### config.mk
export PLATFORM = sky130hd
export DESIGN_NAME = tbus_rx_ctrl
export DESIGN_NICKNAME = d
export VERILOG_FILES = /design/src/rtl/tbus_pkg.sv /design/src/rtl/tbus_rr_arb.sv /design/src/rtl/tbus_rx_ctrl.sv
export SDC_FILE = /design/constraint.sdc
export NUM_CORES = 1
export LEC_CHECK = 0
export ABC_AREA = 1
export CORE_AREA = 2 2 50 52
export CTS_BUF_LIST = sky130_fd_sc_hd__clkbuf_8
export DETAILED_ROUTE_END_ITERATION = 6
export DIE_AREA = 0 0 52 54
export PLACE_DENSITY = 0.94
export SLEW_MARGIN = 20
export SYNTH_ARGS = -nofsm -noshare
export SYNTH_HDL_FRONTEND = slang
export SYNTH_SLANG_ARGS = --single-unit
export TNS_END_PERCENT = 5
### constraint.sdc
create_clock -name clk -period 2.3 [get_ports clk]
set_input_delay 0.23 -clock clk [delete_from_list [all_inputs] [get_ports clk]]
set_output_delay 0.23 -clock clk [all_outputs]
set_load 0.05 [all_outputs]
### src/rtl/tbus_pkg.sv
// tbus_pkg: FSM state type and round-robin pick helper shared by the tristate-bus receiver.
package tbus_pkg;
  typedef enum logic [1:0] {IDLE, GRANT, TURN} state_t;
  localparam int MAX_SRC = 32;
  function automatic int rr_pick(input logic [MAX_SRC-1:0] req, input int ptr, input int n);
    int sel;
    sel = 0;
    for (int k = n - 1; k >= 0; k--)
      if (req[(ptr + k) % n]) sel = (ptr + k) % n;
    return sel;
  endfunction
endpackage

### src/rtl/tbus_rr_arb.sv
// tbus_rr_arb: combinational round-robin picker, first set req at or after ptr (wrapping).
module tbus_rr_arb import tbus_pkg::*; #(
  parameter int NSRC = 4,
  localparam int IW = $clog2(NSRC)
) (
  input  logic [NSRC-1:0] req,
  input  logic [IW-1:0]   ptr,
  output logic [NSRC-1:0] onehot,
  output logic [IW-1:0]   idx
);
  logic [MAX_SRC-1:0] req_w;
  int pick;
  always_comb begin
    req_w = '0;
    req_w[NSRC-1:0] = req;
    pick = rr_pick(req_w, int'(ptr), NSRC);
    idx = IW'(pick);
    onehot = (|req) ? NSRC'(1) << idx : '0;
  end
endmodule

### src/rtl/tbus_rx_ctrl.sv
// tbus_rx_ctrl: round-robin tristate-bus receiver with settle/turnaround timing; TBUS_PARITY_EN adds parity check.
module tbus_rx_ctrl import tbus_pkg::*; #(
  parameter int NSRC   = 4,
  parameter int W      = 8,
  parameter int SETTLE = 2,
  parameter int TURN   = 1,
  localparam int IW = $clog2(NSRC),
  localparam int CW = $clog2(SETTLE + TURN + 1)
) (
  input  logic            clk,
  input  logic            reset,
  input  logic [NSRC-1:0] req,
  output logic [NSRC-1:0] bus_en,
  input  logic [W-1:0]    bus_in,
`ifdef TBUS_PARITY_EN
  input  logic            bus_par,
  output logic            rx_perr,
`endif
  output logic [W-1:0]    rx_data,
  output logic [IW-1:0]   rx_src,
  output logic            rx_valid,
  input  logic            rx_ready
);
  state_t state, state_n;
  logic [CW-1:0] cnt, cnt_n;
  logic [IW-1:0] ptr, ptr_n, sel, sel_n, pick_idx;
  logic [NSRC-1:0] bus_en_n, pick_oh;
  logic cap;
  tbus_rr_arb #(.NSRC(NSRC)) u_arb (.req(req), .ptr(ptr), .onehot(pick_oh), .idx(pick_idx));
  always_comb begin
    state_n = state;
    cnt_n = cnt + CW'(1);
    bus_en_n = bus_en;
    ptr_n = ptr;
    sel_n = sel;
    cap = 1'b0;
    case (state)
      IDLE: begin
        cnt_n = '0;
        if (|req && !rx_valid) begin
          state_n = GRANT;
          bus_en_n = pick_oh;
          sel_n = pick_idx;
        end
      end
      GRANT:
        if (cnt == CW'(SETTLE - 1)) begin
          cap = 1'b1;
          bus_en_n = '0;
          ptr_n = (sel == IW'(NSRC - 1)) ? '0 : sel + IW'(1);
          state_n = tbus_pkg::TURN;
          cnt_n = '0;
        end
      tbus_pkg::TURN:
        if (cnt == CW'(TURN - 1)) begin
          state_n = IDLE;
          cnt_n = '0;
        end
      default: state_n = IDLE;
    endcase
  end
  always_ff @(posedge clk) begin
    if (reset) begin
      state <= IDLE;
      cnt <= '0;
      bus_en <= '0;
      ptr <= '0;
      sel <= '0;
      rx_valid <= 1'b0;
      rx_data <= '0;
      rx_src <= '0;
`ifdef TBUS_PARITY_EN
      rx_perr <= 1'b0;
`endif
    end else begin
      state <= state_n;
      cnt <= cnt_n;
      bus_en <= bus_en_n;
      ptr <= ptr_n;
      sel <= sel_n;
      rx_valid <= cap | (rx_valid & ~rx_ready);
      if (cap) begin
        rx_data <= ~bus_in;
        rx_src <= sel;
`ifdef TBUS_PARITY_EN
        rx_perr <= ^(~bus_in) ^ ~bus_par;
`endif
      end
    end
  end
endmodule
==> impl_metrics.py <==
metrics = {
    "worst_setup_path": {
        "worst_ep_arrival_time_ns": 1.45,
        "cp.buffers_inverters": 1,
        "end_kind": "primary output",
        "critical_path.reg2reg.endpoint": "bus_en[3]$_SDFFE_PP0P_",
        "worstRegToRegCells": 11,
        "crit_chain": "clkdlybuf4s50_1",
        "path_max_fanout": 2,
        "timing_worst_setup_path_type": "flop to primary output",
        "critPathSlowestCell": "sky130_fd_sc_hd__clkdlybuf4s50_1",
        "critical_path.top_delay_family": "buffers and inverters",
        "crit-reg2reg-launch": "ptr[0]$_SDFFE_PP0P_",
        "critical_path_depth": 1,
        "internal_reg_to_reg_setup_slack_ns": 0.79,
        "crit_required_ns": 2.07,
        "cp-start-kind": "flop",
        "critPathMaxStageDelay_ns": 0.83,
    },
    "worst_hold_path": {
        "hold_path_end": "bus_en[3]$_SDFFE_PP0P_",
        "hold_path_class": "flop to flop",
        "worstHoldStart": "bus_en[3]$_SDFFE_PP0P_",
        "timing.hold.worst_path_depth": 2,
    },
    "layout": {
        "layout.nets": 204,
        "multi_input_area_um2": 544,
        "layout-area-overhead-vs-synth_pct": 31.2,
        "instances_no_fill": 214,
        "most-common-layout-cells": "29 x sky130_fd_sc_hd__nand2_1, 29 x sky130_fd_sc_hd__clkdlybuf4s50_1, 23 x sky130_fd_sc_hd__dfxtp_1",
        "num_antenna_cells": 0,
        "layout.area.seq_um2": 460,
        "drive_gt1_frac": 0.136,
        "post-route-util": 0.640,
        "stdcell_area_um2": 1480,
        "fillCellCount": 204,
    },
    "global_route": {
        "grtUsageTotal": 0.195,
        "number_of_global_route_vias_before_repair": 1024,
        "pin_count_of_the_biggest_net_entering_global_routing": 23,
        "antenna_violations_before_repair": 0,
        "globalRoute.totalOverflow": 0,
        "grt_first_pass_wirelength_um": 4090,
    },
    "pwr": {
        "seq_power_share": 0.465,
        "vdd_drop_max_mv": 0.470,
        "power.density_cell_area_nw_per_um2": 644,
        "clkPwrFrac": 0.261,
        "switchingPower_uw": 306,
        "cellInternalPower_uw": 650,
        "power_frac_comb": 0.274,
        "total_leakage_power_nw": 0.638,
        "p_sw_frac": 0.320,
    },
    "placement": {
        "dp_cells": 210,
        "dp_slack_ns": 0.651,
        "port-buffer-count": 29,
        "placed_area_um2": 1440,
        "detailedPlacementHpwl_um": 1870,
        "place.gp.congestion": 0.826,
    },
    "timing": {
        "finalCriticalPeriod_ns": 1.68,
        "fmaxAchievable_mhz": 596,
        "worst_slew_margin_relative_to_its_limit": 0.647,
        "worst_slew_pin_slew_ns": 0.527,
        "fin_tns_setup_ns": 0,
        "clock_skew_ns": 0.00556,
        "share_of_the_cycle_needed_by_the_critical_path_after_routing": 0.730,
        "finalHoldViolCount": 0,
        "drv_slew": 0,
        "grt_setup_unrepaired": "false",
        "post-route-worst-setup-slack_ns": 0.621,
        "number_of_setup_violations_in_the_final_report": 0,
    },
    "synthesis": {
        "average_cell_area_after_synthesis_um2": 7.34,
        "post_synthesis_sequential_area_ratio": 0.407,
        "synth_cells": 154,
        "netlist_top_cells_area": "sky130_fd_sc_hd__dfxtp_1 41%, sky130_fd_sc_hd__nand2_1 9.6%, sky130_fd_sc_hd__a21oi_1 7.5%, sky130_fd_sc_hd__o21ai_0 5.3%, sky130_fd_sc_hd__nand2_2 5.0%",
        "netlist.area_leader.share": 0.407,
        "netlist_area_um2": 1130,
        "synth_nets": 173,
        "synth.lib_cells_used.distinct": 21,
        "synth_seq_cells": 23,
        "synth.largest_area_cell": "sky130_fd_sc_hd__dfxtp_1",
        "yosysWarnings": 0,
    },
    "cts": {
        "cts-htree-levels": 1,
        "hold_buffers": 0,
        "cts_tree": "built",
        "numClockSinks": 23,
        "cts_root_buf": "sky130_fd_sc_hd__clkbuf_8",
        "clock_path_buffers": 2,
        "worstSkewPairLatency_ns": 0.27,
        "cts_made_buffers": 3,
        "clk_pin_slew_ns": 0.08,
        "number_of_buffers_added_for_setup_after_cts": 0,
        "cts_resized": 0,
    },
    "job": {
        "maxCapViolCount": 0,
    },
    "floorplan": {
        "design.core.area_um2": 2320,
        "chipHeight_um": 54,
        "chipWidth_um": 52,
        "num_rows": 18,
        "pin_count": 30,
        "initial_core_util": 0.488,
        "dieArea_um2": 2810,
    },
    "detailed_routing": {
        "route.detailed.drc": 0,
        "vias": 1081,
        "detailed_route_vias_per_instance": 5.05,
        "routed_wirelength_um": 2490,
        "antenna_violating_nets_post_route": 0,
        "drt-wirelength-per-cell_um": 11.6,
        "drt_iter0_markers": 11,
        "dr_pass1_iterations": 6,
    },
    "status": {
        "outcome": "complete, no violations",
    },
}
## state kept, by name, summed over array words and instances, names as in the netlist
signal	cells
ptr	2
bus_en	4
state	2
rx_src	2
sel	2
rx_valid	1
rx_data	8
cnt	2
## per-layer routing
layer | part of all wire | GRT usage | wire length [µm]
met1 | 0.39 | 0.200 | 980
met2 | 0.54 | 0.382 | 1350
met3 | 0.043 | 0.0333 | 107
met4 | 0.020 | 0.0877 | 51
met5 | 0 | 0 | 0
## cells by family after synthesis
family,Yosys count,share of synthesized area
buffers and inverters,25,0.112
AO/OA/AOI/OAI,33,0.156
flip-flops,23,0.407
adder cells (fa/ha/maj),4,0.0442
AND/OR/NAND/NOR,69,0.281
## per-stage QoR
| stage | power (mW) | hold slack (ns) |
|---|---|---|
| after detailed placement | 0.713 | 0.454 |
| after CTS | 0.957 | 0.466 |
| after global placement | 0.702 | 0.452 |
| final | 0.955 | 0.465 |
| after floorplan | 0.633 | 0.319 |
| after global routing | 0.998 | 0.489 |
## final cells by class
class	count	area share
clock buffers	3	0.0278
clock inverters	1	0.00337
inverters	20	0.0607
multi-input cells	106	0.367
flip-flops and latches	23	0.310
well taps	30	0.0253
repair buffers	31	0.206
## power by group through the flow
stage	Combinational [mW]	Sequential [mW]	Clock (mW)
floorplan	0.129	0.504	0
global route	0.286	0.447	0.265
detailed placement	0.260	0.453	0
CTS	0.263	0.444	0.250
global placement	0.251	0.451	0
finish	0.262	0.444	0.250
## worst max-delay path by stage
stage / from / endpoint / slack [ns]
floorplan: rx_valid$_SDFF_PP0_ / bus_en[2]$_SDFFE_PP0P_ / 0.93
global placement: req[2] / bus_en[2]$_SDFFE_PP0P_ / 0.72
detailed placement: req[2] / bus_en[2]$_SDFFE_PP0P_ / 0.65
CTS: rx_data[4]$_SDFFE_PP0P_ / rx_data[4] / 0.61
global route: rx_data[4]$_SDFFE_PP0P_ / rx_data[4] / 0.60
finish: rx_data[4]$_SDFFE_PP0P_ / rx_data[4] / 0.62
## synthesized netlist by cell type
cell type / n
sky130_fd_sc_hd__a21oi_1: 17
sky130_fd_sc_hd__buf_2: 2
sky130_fd_sc_hd__buf_6: 2
sky130_fd_sc_hd__bufinv_8: 1
sky130_fd_sc_hd__clkbuf_1: 1
sky130_fd_sc_hd__clkinv_2: 1
sky130_fd_sc_hd__dfxtp_1: 23
sky130_fd_sc_hd__ha_1: 4
sky130_fd_sc_hd__inv_1: 14
sky130_fd_sc_hd__inv_2: 4
sky130_fd_sc_hd__nand2_1: 29
sky130_fd_sc_hd__nand2_2: 9
sky130_fd_sc_hd__nand3_1: 11
sky130_fd_sc_hd__nand3_2: 3
sky130_fd_sc_hd__nand4_1: 1
sky130_fd_sc_hd__nor2_1: 15
sky130_fd_sc_hd__nor3_1: 1
sky130_fd_sc_hd__o211ai_1: 1
sky130_fd_sc_hd__o21a_1: 2
sky130_fd_sc_hd__o21ai_0: 12
sky130_fd_sc_hd__o21ai_2: 1
Power figures use the tool's default switching activity.
